--- config.mk ---
export PLATFORM = sky130hd
export DESIGN_NAME = multicycle_control_flat
export DESIGN_NICKNAME = d
export VERILOG_FILES = /design/src/rtl/multicycle_control_if.sv /design/src/rtl/multicycle_control.sv /design/src/flat_wrapper.sv
export SDC_FILE = /design/constraint.sdc
export NUM_CORES = 1
export LEC_CHECK = 0
export ABC_AREA = 1
export ABC_CLOCK_PERIOD_IN_PS = 1120
export CORE_AREA = 10 10 50 71
export DETAILED_ROUTE_END_ITERATION = 6
export DIE_AREA = 0 0 60 81
export GPL_TIMING_DRIVEN = 0
export PLACE_DENSITY = 0.76
export SLEW_MARGIN = 30
export SYNTH_ARGS = -nofsm -noshare
export SYNTH_HDL_FRONTEND = slang
export SYNTH_SLANG_ARGS = --single-unit
--- constraint.sdc ---
create_clock -name clk -period 1.12 [get_ports clk]
set_input_delay 0.112 -clock clk [delete_from_list [all_inputs] [get_ports clk]]
set_output_delay 0.112 -clock clk [all_outputs]
set_load 0.01 [all_outputs]
--- src/rtl/multicycle_control_if.sv ---
// Control bus between the multicycle MIPS control unit (master) and its datapath (slave).
interface multicycle_control_if #(
   parameter int OPCODE_W = 6,
   parameter int ALUOP_W  = 2
);
   logic [OPCODE_W-1:0] opcode;
   logic                mem_ready;
   logic                pcwrite;
   logic                pcwritecond;
   logic                iord;
   logic                memread;
   logic                memwrite;
   logic                memtoreg;
   logic                irwrite;
   logic                alusrca;
   logic                regwrite;
   logic                regdst;
   logic [1:0]          pcsource;
   logic [1:0]          alusrcb;
   logic [ALUOP_W-1:0]  aluop;
   logic [3:0]          state;
   logic                instr_done;
   logic                mem_err;
   logic                illegal_op;

   modport master (
      input  opcode, mem_ready,
      output pcwrite, pcwritecond, iord, memread, memwrite, memtoreg, irwrite,
             alusrca, regwrite, regdst, pcsource, alusrcb, aluop, state,
             instr_done, mem_err, illegal_op
   );

   modport slave (
      output opcode, mem_ready,
      input  pcwrite, pcwritecond, iord, memread, memwrite, memtoreg, irwrite,
             alusrca, regwrite, regdst, pcsource, alusrcb, aluop, state,
             instr_done, mem_err, illegal_op
   );
endinterface

--- src/rtl/multicycle_control.sv ---
// Multicycle MIPS control unit: Moore FSM with memory-ready wait, timeout and done pulse.
// Define ILLEGAL_OP_TRAP_EN to route undefined opcodes to the TRAP state.
module multicycle_control #(
   parameter int OPCODE_W    = 6,
   parameter int ALUOP_W     = 2,
   parameter int MEM_TIMEOUT = 15
) (
   input logic                  clk,
   input logic                  reset,
   multicycle_control_if.master bus
);
   typedef enum logic [3:0] {
      IDLE   = 4'd0,  FETCH  = 4'd1,  DECODE = 4'd2,  MEMADR = 4'd3,
      MEMRD  = 4'd4,  MEMWB  = 4'd5,  MEMWR  = 4'd6,  REXEC  = 4'd7,
      RWB    = 4'd8,  BRANCH = 4'd9,  JUMP   = 4'd10, ADDIEX = 4'd11,
      ADDIWB = 4'd12, TRAP   = 4'd13
   } state_t;

   localparam int CNT_W = (MEM_TIMEOUT > 0) ? $clog2(MEM_TIMEOUT + 1) : 1;
   localparam bit TO_EN = (MEM_TIMEOUT > 0);

   localparam logic [OPCODE_W-1:0] OP_RTYPE = OPCODE_W'(6'b000000);
   localparam logic [OPCODE_W-1:0] OP_LW    = OPCODE_W'(6'b100011);
   localparam logic [OPCODE_W-1:0] OP_SW    = OPCODE_W'(6'b101011);
   localparam logic [OPCODE_W-1:0] OP_BEQ   = OPCODE_W'(6'b000100);
   localparam logic [OPCODE_W-1:0] OP_J     = OPCODE_W'(6'b000010);
   localparam logic [OPCODE_W-1:0] OP_ADDI  = OPCODE_W'(6'b001000);

   state_t             state_r;
   state_t             next_state_s;
   logic [CNT_W-1:0]   wait_cnt_r;
   logic               mem_err_r;
   logic               wait_state_s;
   logic               timeout_s;

   assign wait_state_s = (state_r == FETCH) || (state_r == MEMRD) || (state_r == MEMWR);
   assign timeout_s    = TO_EN && wait_state_s && !bus.mem_ready &&
                         (wait_cnt_r == CNT_W'(MEM_TIMEOUT));

   // State register
   always_ff @(posedge clk or posedge reset) begin
      if (reset) begin
         state_r <= IDLE;
      end else begin
         state_r <= next_state_s;
      end
   end

   // Memory wait counter and sticky timeout flag; the counter saturates when the timeout is off
   always_ff @(posedge clk or posedge reset) begin
      if (reset) begin
         wait_cnt_r <= {CNT_W{1'b0}};
         mem_err_r  <= 1'b0;
      end else begin
         if (wait_state_s && !bus.mem_ready && !timeout_s) begin
            if (wait_cnt_r != {CNT_W{1'b1}}) begin
               wait_cnt_r <= wait_cnt_r + CNT_W'(1);
            end else begin
               wait_cnt_r <= wait_cnt_r;
            end
         end else begin
            wait_cnt_r <= {CNT_W{1'b0}};
         end
         if (timeout_s) begin
            mem_err_r <= 1'b1;
         end else begin
            mem_err_r <= mem_err_r;
         end
      end
   end

   // Next-state and Moore control decode
   always_comb begin
      next_state_s     = state_r;
      bus.pcwrite      = 1'b0;
      bus.pcwritecond  = 1'b0;
      bus.iord         = 1'b0;
      bus.memread      = 1'b0;
      bus.memwrite     = 1'b0;
      bus.memtoreg     = 1'b0;
      bus.irwrite      = 1'b0;
      bus.alusrca      = 1'b0;
      bus.regwrite     = 1'b0;
      bus.regdst       = 1'b0;
      bus.pcsource     = 2'b00;
      bus.alusrcb      = 2'b00;
      bus.aluop        = ALUOP_W'(2'b00);
      bus.instr_done   = 1'b0;
      bus.illegal_op   = 1'b0;
      case (state_r)
         IDLE: next_state_s = FETCH;
         FETCH: begin
            bus.memread = 1'b1;
            bus.alusrcb = 2'b01;
            bus.irwrite = bus.mem_ready;
            bus.pcwrite = bus.mem_ready;
            if (bus.mem_ready) begin
               next_state_s = DECODE;
            end else if (timeout_s) begin
               next_state_s = IDLE;
            end else begin
               next_state_s = FETCH;
            end
         end
         DECODE: begin
            bus.alusrcb = 2'b11;
            if (bus.opcode == OP_RTYPE) begin
               next_state_s = REXEC;
            end else if ((bus.opcode == OP_LW) || (bus.opcode == OP_SW)) begin
               next_state_s = MEMADR;
            end else if (bus.opcode == OP_BEQ) begin
               next_state_s = BRANCH;
            end else if (bus.opcode == OP_J) begin
               next_state_s = JUMP;
            end else if (bus.opcode == OP_ADDI) begin
               next_state_s = ADDIEX;
            end else begin
`ifdef ILLEGAL_OP_TRAP_EN
               next_state_s = TRAP;
`else
               next_state_s = FETCH;
`endif
            end
         end
         MEMADR: begin
            bus.alusrca = 1'b1;
            bus.alusrcb = 2'b10;
            if (bus.opcode == OP_SW) begin
               next_state_s = MEMWR;
            end else begin
               next_state_s = MEMRD;
            end
         end
         MEMRD: begin
            bus.memread = 1'b1;
            bus.iord    = 1'b1;
            if (bus.mem_ready) begin
               next_state_s = MEMWB;
            end else if (timeout_s) begin
               next_state_s = IDLE;
            end else begin
               next_state_s = MEMRD;
            end
         end
         MEMWB: begin
            bus.regwrite   = 1'b1;
            bus.memtoreg   = 1'b1;
            bus.instr_done = 1'b1;
            next_state_s   = FETCH;
         end
         MEMWR: begin
            bus.memwrite   = 1'b1;
            bus.iord       = 1'b1;
            bus.instr_done = bus.mem_ready;
            if (bus.mem_ready) begin
               next_state_s = FETCH;
            end else if (timeout_s) begin
               next_state_s = IDLE;
            end else begin
               next_state_s = MEMWR;
            end
         end
         REXEC: begin
            bus.alusrca  = 1'b1;
            bus.aluop    = ALUOP_W'(2'b10);
            next_state_s = RWB;
         end
         RWB: begin
            bus.regwrite   = 1'b1;
            bus.regdst     = 1'b1;
            bus.instr_done = 1'b1;
            next_state_s   = FETCH;
         end
         BRANCH: begin
            bus.alusrca     = 1'b1;
            bus.aluop       = ALUOP_W'(2'b01);
            bus.pcwritecond = 1'b1;
            bus.pcsource    = 2'b01;
            bus.instr_done  = 1'b1;
            next_state_s    = FETCH;
         end
         JUMP: begin
            bus.pcwrite    = 1'b1;
            bus.pcsource   = 2'b10;
            bus.instr_done = 1'b1;
            next_state_s   = FETCH;
         end
         ADDIEX: begin
            bus.alusrca  = 1'b1;
            bus.alusrcb  = 2'b10;
            next_state_s = ADDIWB;
         end
         ADDIWB: begin
            bus.regwrite   = 1'b1;
            bus.instr_done = 1'b1;
            next_state_s   = FETCH;
         end
         TRAP: begin
`ifdef ILLEGAL_OP_TRAP_EN
            bus.pcwrite    = 1'b1;
            bus.pcsource   = 2'b11;
            bus.illegal_op = 1'b1;
            bus.instr_done = 1'b1;
`endif
            next_state_s   = FETCH;
         end
         default: next_state_s = IDLE;
      endcase
   end

   assign bus.state   = state_r;
   assign bus.mem_err = mem_err_r;
endmodule

--- src/flat_wrapper.sv ---
// flat-port wrapper written by rule: the top's interface ports become plain ports
module multicycle_control_flat 
#(
   parameter int OPCODE_W    = 6,
   parameter int ALUOP_W     = 2,
   parameter int MEM_TIMEOUT = 15
)
  (clk, reset, bus_opcode, bus_mem_ready, bus_pcwrite, bus_pcwritecond, bus_iord, bus_memread, bus_memwrite, bus_memtoreg, bus_irwrite, bus_alusrca, bus_regwrite, bus_regdst, bus_pcsource, bus_alusrcb, bus_aluop, bus_state, bus_instr_done, bus_mem_err, bus_illegal_op);
  multicycle_control_if #(.OPCODE_W(OPCODE_W), .ALUOP_W(ALUOP_W)) bus_i ();
  input logic clk;
  input logic reset;
  input wire logic [$bits(bus_i.opcode)-1:0] bus_opcode;
  input wire logic [$bits(bus_i.mem_ready)-1:0] bus_mem_ready;
  output wire logic [$bits(bus_i.pcwrite)-1:0] bus_pcwrite;
  output wire logic [$bits(bus_i.pcwritecond)-1:0] bus_pcwritecond;
  output wire logic [$bits(bus_i.iord)-1:0] bus_iord;
  output wire logic [$bits(bus_i.memread)-1:0] bus_memread;
  output wire logic [$bits(bus_i.memwrite)-1:0] bus_memwrite;
  output wire logic [$bits(bus_i.memtoreg)-1:0] bus_memtoreg;
  output wire logic [$bits(bus_i.irwrite)-1:0] bus_irwrite;
  output wire logic [$bits(bus_i.alusrca)-1:0] bus_alusrca;
  output wire logic [$bits(bus_i.regwrite)-1:0] bus_regwrite;
  output wire logic [$bits(bus_i.regdst)-1:0] bus_regdst;
  output wire logic [$bits(bus_i.pcsource)-1:0] bus_pcsource;
  output wire logic [$bits(bus_i.alusrcb)-1:0] bus_alusrcb;
  output wire logic [$bits(bus_i.aluop)-1:0] bus_aluop;
  output wire logic [$bits(bus_i.state)-1:0] bus_state;
  output wire logic [$bits(bus_i.instr_done)-1:0] bus_instr_done;
  output wire logic [$bits(bus_i.mem_err)-1:0] bus_mem_err;
  output wire logic [$bits(bus_i.illegal_op)-1:0] bus_illegal_op;
  assign bus_i.opcode = bus_opcode;
  assign bus_i.mem_ready = bus_mem_ready;
  assign bus_pcwrite = bus_i.pcwrite;
  assign bus_pcwritecond = bus_i.pcwritecond;
  assign bus_iord = bus_i.iord;
  assign bus_memread = bus_i.memread;
  assign bus_memwrite = bus_i.memwrite;
  assign bus_memtoreg = bus_i.memtoreg;
  assign bus_irwrite = bus_i.irwrite;
  assign bus_alusrca = bus_i.alusrca;
  assign bus_regwrite = bus_i.regwrite;
  assign bus_regdst = bus_i.regdst;
  assign bus_pcsource = bus_i.pcsource;
  assign bus_alusrcb = bus_i.alusrcb;
  assign bus_aluop = bus_i.aluop;
  assign bus_state = bus_i.state;
  assign bus_instr_done = bus_i.instr_done;
  assign bus_mem_err = bus_i.mem_err;
  assign bus_illegal_op = bus_i.illegal_op;
  multicycle_control #(.OPCODE_W(OPCODE_W), .ALUOP_W(ALUOP_W), .MEM_TIMEOUT(MEM_TIMEOUT)) u_core (.clk(clk), .reset(reset), .bus(bus_i));
endmodule
Yosys cells after proc, flatten, opt, wreduce, memory -nomap -nowiden

Cells that the tools add are included.

Add/sub/neg operators: 1
Equality and inequality tests: 21
Muxes and demuxes: 29
Reduce and logical (&&, ||, !) cells: 17

Operators by type and width:

| kind                                           | number |
|---|---|
| two-way mux 4 bit                              | 10 |
| one-hot mux 4 bit (8 select lines)             | 1 |
| == test 4 bit (second input constant)          | 7 |
| == test 4 x 3 -> 1 bit (second input constant) | 4 |
| == test 6 bit (second input constant)          | 2 |
| two-way mux 1 bit                              | 10 |
| == test 4 x 2 -> 1 bit (second input constant) | 2 |
| one-hot mux 2 bit (2 select lines)             | 2 |
| OR reduction 7 bit                             | 1 |
| == test 6 x 2 -> 1 bit (second input constant) | 1 |
| == test 6 x 3 -> 1 bit (second input constant) | 1 |
| == test 6 x 4 -> 1 bit (second input constant) | 1 |
| logical NOT 6 bit                              | 1 |
| two-way mux 3 bit                              | 2 |
| one-hot mux 2 bit (3 select lines)             | 1 |
| OR reduction 2 bit                             | 3 |
| OR reduction 5 bit                             | 1 |
| adder 4 x 1 -> 4 bit (second input constant)   | 1 |
| == test 4 x 1 -> 1 bit (second input constant) | 1 |
| logical NOT 4 bit                              | 1 |
| != test 4 bit (second input constant)          | 1 |
| one-hot mux 1 bit (2 select lines)             | 2 |
| OR reduction 4 bit                             | 1 |
| logical AND 1 bit                              | 3 |
| other kinds (5)                                | 8 |

Register bits after elaboration: 9
Input port bits: 9
Output and inout port bits: 23

Logic depth before layout (Yosys ltp)

Gate-level depths: netlist (run 1).

Depth in word-level cells: 8
Gate-level depth with buffers: 8
Depth with buffers taken out: 8

Worst setup path after synthesis (run 1)

Ideal clock, no wire load.

Kind: reg-to-output
Start point: register u_core.state_r[2] (netlist: u_core.bus.state[2])
End point: output port bus_aluop[0]
Data arrival time: 1.082 ns
Setup slack: -0.074 ns
Cell stages (with the launch flop): 6
Buffers on the path: 2
Path through: dfrtp_1 > buf_6 > nor2_1 > nand2_1 > inv_1 > buf_4

Longest elaborated chain between the ends: 2
Elaborated cells on any way between the ends: 3

Ends and longest elaborated chain:

| item                                                    | RTL line                 | text |
|---|---|---|
| start: declaration                                      | multicycle_control.sv:29 | `state_t state_r;` |
| start signal: assignment                                | multicycle_control.sv:45 | `state_r <= next_state_s;` |
| == test 4 bit or == test 4 x 3 -> 1 bit (tied branches) | multicycle_control.sv:90 | `case (state_r)` |
| one-hot mux 2 bit (2 select lines) *                    | multicycle_control.sv:90 |  |
| end: declaration                                        | flat_wrapper.sv:26       | `output wire logic [$bits(bus_i.aluop)-1:0] bus_aluop;` |

Every way passes the cells marked *; elsewhere a longest branch is shown, timed or not.

Worst setup path after layout (run 1)

Start point: register u_core.state_r[1] (netlist: u_core.bus.state[1])
End point: output port bus_alusrca

Longest elaborated chain between the ends: 3
Elaborated cells on any way between the ends: 6

Ends and longest elaborated chain:

| item                                                 | RTL line                 | text |
|---|---|---|
| == test 4 x 3 -> 1 bit, or another cell as far along | multicycle_control.sv:90 |  |
| OR reduction 4 bit (no source line) *                | --                       |  |
| two-way mux 1 bit *                                  | multicycle_control.sv:90 |  |
| end: declaration                                     | flat_wrapper.sv:21       | `output wire logic [$bits(bus_i.alusrca)-1:0] bus_alusrca;` |

Marks and branches as above.

==> results.sh, run 1 <==
export IMPL_outcome="finished, violations left"
export IMPL_violations="negative setup slack"
export IMPL_synth_cells=128
export IMPL_path_max_fanout=5
export IMPL_htree_levels=1
export IMPL_cts_path_max_buffers=2
export IMPL_slowest_delay_ps=440
export IMPL_vias=960
export IMPL_slew_violations=0
export IMPL_start_util_pct=32.4
export IMPL_multiInputGateArea_um2=543
export IMPL_grt_usage_pct=9.70
export IMPL_drtIter0Drc=21
export IMPL_finalHoldViolCount=0
export IMPL_syn_avg_cell_area_um2=5.99
export IMPL_powerDensity_nw_per_um2=2050
export IMPL_ys_ff_latch=9
export IMPL_hp_class="input port to asynchronous set/reset pin"
export IMPL_syn_cell_area_um2=767
export IMPL_p_leak_nw=0.776
export IMPL_cts_root_buffer="clkbuf_4"
export IMPL_clock_sinks=9
export IMPL_grt_overflow=0
export IMPL_synth_fp_nets=138
export IMPL_fin_worst_skew_ps=11.8
export IMPL_ys_warn_count=0
export IMPL_nets=188
export IMPL_drive_above_1_share_pct=50.3
export IMPL_instances_no_fill=201
export IMPL_fmax_mhz=656
export IMPL_max_cap_violations=0
export IMPL_synth_cell_type_count=19
export IMPL_cts_hold_buffers=0
export IMPL_dp_final_hpwl_mm=1.87
export IMPL_worstPathRequired_ps=1010
export IMPL_period_needed_ps=1520
export IMPL_vias_per_cell=4.78
export IMPL_grt_max_degree=10
export IMPL_grt_setup_unrepaired="true"
export IMPL_clk_pin_slew_worst_paths_ps=70
export IMPL_die_w_um=60
export IMPL_drtAntennaViolNets=0
export IMPL_worst_hold_slack_ps=103
export IMPL_routed_wl_mm=2.63
export IMPL_wl_per_cell_um=13.1
export IMPL_post_place_ws_ps=-526
export IMPL_crit_top_cell="nand2_1"
export IMPL_vdd_ir_drop_worst_uv=890
export IMPL_setup_violations=27
export IMPL_end_kind="output port"
export IMPL_layout_area_seq_um2=229
export IMPL_grt_pass1_wl_mm=3.75
export IMPL_setup_slack_ps=-404
export IMPL_min_period_over_period_pct=136
export IMPL_cts_tree="yes"
export IMPL_antenna_found_initial=0
export IMPL_rows=22
export IMPL_io_pins=32
export IMPL_design_area_um2=1390
export IMPL_die_area_um2=4860
export IMPL_synth_seq_area_share_pct=29.4
export IMPL_start_kind="flip-flop"
export IMPL_place_gp_congestion=0.843
export IMPL_placed_area_um2=1110
export IMPL_critPathArrivalTime_ps=1410
export IMPL_cts_buffers=3
export IMPL_drcViolationCount=0
export IMPL_mostFrequentLayoutCells="23 x nand2_1, 19 x buf_6, 17 x nor2_1"
export IMPL_core_area_um2=2370
export IMPL_io_buffers=30
export IMPL_worst_setup_path_type="flip-flop to output port"
export IMPL_first_pass_iters=4
export IMPL_fill_cells=227
export IMPL_syn_to_final_growth_pct=81.7
export IMPL_dp_cells=182
export IMPL_slowest_stage="dfrtp_2"
export IMPL_die_h_um=81
export IMPL_clock_latency_ps=260
export IMPL_power_w=0.00286
export IMPL_diodes=0
export IMPL_layout_commonest_cell="nand2_1"
export IMPL_grt_pass1_vias=926
export IMPL_crit_chain="buf_4 > nand2_2 > inv_1 > nand2_1 > nand2_1 > clkdlybuf4s15_2"
[path summary, 6_finish.rpt]
kind                            cells after the start                            from  slack [ps]                                to
worst max-delay path                                6   u_core.bus.state[1]$_DFF_PP0_        -400                       bus_alusrca
worst min-delay path                                2                           reset         100  u_core.wait_cnt_r[3]$_DFFE_PP0P_
worst max register to register                      9   u_core.bus.state[1]$_DFF_PP0_        -320     u_core.bus.state[2]$_DFF_PP0_
worst min register to register                      2  u_core.bus.mem_err$_DFFE_PP0P_         460    u_core.bus.mem_err$_DFFE_PP0P_
max in group asynchronous                           2                           reset         750     u_core.bus.state[3]$_DFF_PP0_
min in group clk                                    2  u_core.bus.mem_err$_DFFE_PP0P_         460    u_core.bus.mem_err$_DFFE_PP0P_
[metal layers]
metal | GRT usage, % | part of all wire [%] | vias up
met5 | 0 | 0 | -
met4 | 3.60 | 0 | 0
met3 | 2.18 | 3.6 | 0
met2 | 19.5 | 60 | 18
met1 | 8.69 | 36 | 461
li1 | - | - | 481
[cells in the mapped netlist]
master,n,area (µm²)
nand3_2,1,10.0
xnor2_1,1,8.76
ha_1,1,12.5
nand3_1,11,55.1
nor2_1,26,97.6
nand2_1,33,124
inv_2,4,15.0
nor2_4,1,11.3
inv_1,21,78.8
o21ai_0,3,15.0
buf_6,1,11.3
dfrtp_1,9,225
xor2_1,1,8.76
conb_1,1,3.75
nor2_2,3,18.8
nand2_2,4,25.0
a21oi_1,1,5.00
nand4_1,3,18.8
buf_4,3,22.5
[registers in the layout (all words and copies together), names as in the netlist]
| signal | flops |
|---|---|
| u_core.bus.state | 4 |
| u_core.wait_cnt_r | 4 |
| u_core.bus.mem_err | 1 |
[cells by family after synthesis]
logic type | share of synthesized area (%)
adders and majority gates | 1.63
DFF | 29.4
xor gates and xnor gates | 2.28
and+or+nand+nor | 47.0
other | 0.489
buffers and inverters | 16.6
AOI/OAI and AO/OA | 2.61
[layout make-up]
cell class	count	area share [%]
inverter	25	7.45
multi-input combinational	90	39.0
tap	24	2.15
timing repair buffer	45	30.1
clock buffer	3	1.62
buffer	4	2.96
sequential	9	16.4
clock inverter	1	0.359
[power by group]
part	switching [W]	total (W)	internal [W]
sequential	0.000116	0.000528	0.000412
clock	0.000115	0.000246	0.000131
combinational	0.00108	0.00208	0.000998
[what timing repair did]
action | CTS | global route
resized for setup | 102 | 38
setup buffers | 15 | 2
pin swaps | 11 | 10
setup endpoints to repair | 30 | 29
[stage by stage]
stage	setup TNS, ps	util [%]
finish	-6790	58.9
CTS	-5890	54.1
global placement	-7370	47.0
detailed placement	-7810	47.0
floorplan	-3.54	-
global route	-8380	58.9
[critical path: cells and delay by family, from the launching register on]
family	cells	cell delay [ps]
buf+inv	3	450
flops	1	440
simple gates	3	250
(Power assumes the default switching activity.)
==> inputs of run 2 (changes only) <==
--- a/config.mk
+++ b/config.mk
@@ -6,7 +6,6 @@
 export NUM_CORES = 1
 export LEC_CHECK = 0
 export ABC_AREA = 1
-export ABC_CLOCK_PERIOD_IN_PS = 1120
 export CORE_AREA = 10 10 50 71
 export DETAILED_ROUTE_END_ITERATION = 6
 export DIE_AREA = 0 0 60 81
==> constraint.sdc (replaced) <==
create_clock -name clk -period 1.3 [get_ports clk]
set_input_delay 0.13 -clock clk [delete_from_list [all_inputs] [get_ports clk]]
set_output_delay 0.13 -clock clk [all_outputs]
set_load 0.01 [all_outputs]
==> run 2 against run 1 <==
The run still ends with negative setup slack left; clock power is 13% lower; combinational power is 16% lower; sequential cell count stayed put; sequential share of layout area is 0.49 points lower; critical path depth is 5 higher; register-to-register slack hardly changed; sequential power is 10% lower; worst hold slack better by 23 ps; via count is 8.0% higher.
==> results.sh, run 2 (synthesis gave the netlist of run 1 again) <==
export IMPL_grt_pass1_wl_mm=4.29
export IMPL_p_sw_w=0.00114
export IMPL_worstSetupPathDepth=11
export IMPL_layout_commonest_cell="buf_4"
export IMPL_cts_root_buffer="clkbuf_4"
export IMPL_cts_buffers=3
export IMPL_crit_chain="buf_6 > inv_2 > nor2_4 > nand2_2 > buf_4 > buf_4 > buf_4 > buf_4 > nand2_2 > nor2_1 > nand4_1"
export IMPL_wl_per_cell_um=13.7
export IMPL_dp_cells=182
export IMPL_period_needed_ps=1610
export IMPL_power_share_switching_pct=46.8
export IMPL_max_cap_violations=0
export IMPL_drcViolationCount=0
export IMPL_powerDensity_nw_per_um2=1690
export IMPL_mostFrequentLayoutCells="26 x buf_4, 24 x nand2_1, 19 x nor2_1"
export IMPL_rr_startpoint="u_core.bus.state[2]$_DFF_PP0_"
export IMPL_post_place_ws_ps=-460
export IMPL_power_frac_clock_pct=8.8
export IMPL_routed_wl_mm=2.95
export IMPL_clock_latency_ps=260
export IMPL_slew_violations=0
export IMPL_fill_cells=195
export IMPL_crit_family="buffers and inverters"
export IMPL_critical_path_startpoint="u_core.bus.state[2]$_DFF_PP0_"
export IMPL_start_kind="flip-flop"
export IMPL_io_buffers=30
export IMPL_vias_per_cell=4.82
export IMPL_drtIter0Drc=36
export IMPL_crit_top_cell="buf_4"
export IMPL_die_area_um2=4860
export IMPL_io_pins=32
export IMPL_place_gp_congestion=0.905
export IMPL_cts_path_max_buffers=2
export IMPL_die_h_um=81
export IMPL_fin_worst_skew_ps=7.10
export IMPL_core_area_um2=2370
export IMPL_p_leak_nw=0.837
export IMPL_drive_above_1_share_pct=49.2
export IMPL_die_w_um=60
export IMPL_syn_to_final_growth_pct=87.3
export IMPL_slowest_delay_ps=400
export IMPL_finish_utilization_pct=60.7
export IMPL_reg2reg_slack_ps=-310
export IMPL_cts_hold_buffers=0
export IMPL_worst_setup_path_type="flip-flop to flip-flop"
export IMPL_grt_setup_unrepaired="true"
export IMPL_diodes=0
export IMPL_violations="negative setup slack"
export IMPL_grt_usage_pct=10.8
export IMPL_cts_tree="yes"
export IMPL_clock_sinks=9
export IMPL_rows=22
export IMPL_reg2regPathDepth=11
export IMPL_first_pass_iters=4
export IMPL_grt_pass1_vias=1010
export IMPL_vias=1037
export IMPL_outcome="finished, violations left"
export IMPL_end_kind="flip-flop"
export IMPL_htree_levels=1
export IMPL_setup_slack_ps=-309
export IMPL_critPathArrivalTime_ps=1720
export IMPL_reg2reg_to="u_core.bus.state[0]$_DFF_PP0_"
export IMPL_multiInputGateArea_um2=528
export IMPL_instances_no_fill=215
export IMPL_clk_pin_slew_worst_paths_ps=60
export IMPL_vdd_ir_drop_worst_uv=703
export IMPL_drtAntennaViolNets=0
export IMPL_grt_overflow=0
export IMPL_antenna_found_initial=0
export IMPL_nets=202
export IMPL_grt_max_degree=10
export IMPL_layout_area_seq_um2=229
export IMPL_finalHoldViolCount=0
export IMPL_combPwrFrac_pct=71.7
export IMPL_slowest_stage="dfrtp_1"
export IMPL_p_int_w=0.00129
export IMPL_fmax_mhz=622
export IMPL_dp_final_hpwl_mm=1.74
export IMPL_min_period_over_period_pct=124
export IMPL_setup_violations=19
export IMPL_hp_class="input port to asynchronous set/reset pin"
export IMPL_worstPathRequired_ps=1410
export IMPL_start_util_pct=32.4
export IMPL_sequentialPowerShare_pct=19.6
export IMPL_path_max_fanout=7
export IMPL_path_buf_inv=6
## run 2: how the worst max path moves through the flow
stage	end	slack, ps
final	u_core.bus.state[0]$_DFF_PP0_	-310
after global routing	u_core.bus.state[0]$_DFF_PP0_	-380
after CTS	bus_pcwrite	-190
after detailed placement	bus_instr_done	-460
after global placement	bus_instr_done	-450
after floorplan	bus_aluop[0]	90
## run 2: final cells by class
class	count	share of cell area (%)
Multi-Input combinational cell	90	36.8
Timing Repair Buffer	59	33.8
Sequential cell	9	15.9
Inverter	25	6.71
Buffer	4	2.87
Tap cell	24	2.09
Clock buffer	4	1.83
## run 2: per-stage QoR
stage          setup TNS [ps]  hold slack [ps]  area, µm²  power [W]
2_1_floorplan               0            -42.1        767    0.00108
3_3_place_gp            -5100              402       1100    0.00162
3_5_place_dp            -5260              410       1100    0.00163
4_1_cts                 -2620              129       1300    0.00206
5_1_grt                 -4350              163       1440    0.00259
6_report                -2620              126       1440    0.00242
## run 2: metal layers
metal,up-vias,global-route usage [%],share of wire [%]
met1,492,10.1,35
li1,506,-,-
met2,35,20.7,60
met3,4,2.50,4.2
met4,0,5.63,0.85
met5,-,0,0
## run 2: timing repair
action,CTS,global route
resized for setup,89,40
buffers inserted,19,11
pin swaps,12,10
hold endpoints to repair,0,0
cloned,0,0
endpoints found under the setup margin,22,26
## run 2: power groups by stage
stage	Combinational [W]	Clock [W]	Sequential, W
global placement	0.00117	0	0.000448
finish	0.00174	0.000213	0.000474
floorplan	0.000625	0	0.000455
detailed placement	0.00117	0	0.000454
CTS	0.00138	0.000217	0.000462
global route	0.00186	0.000238	0.000486
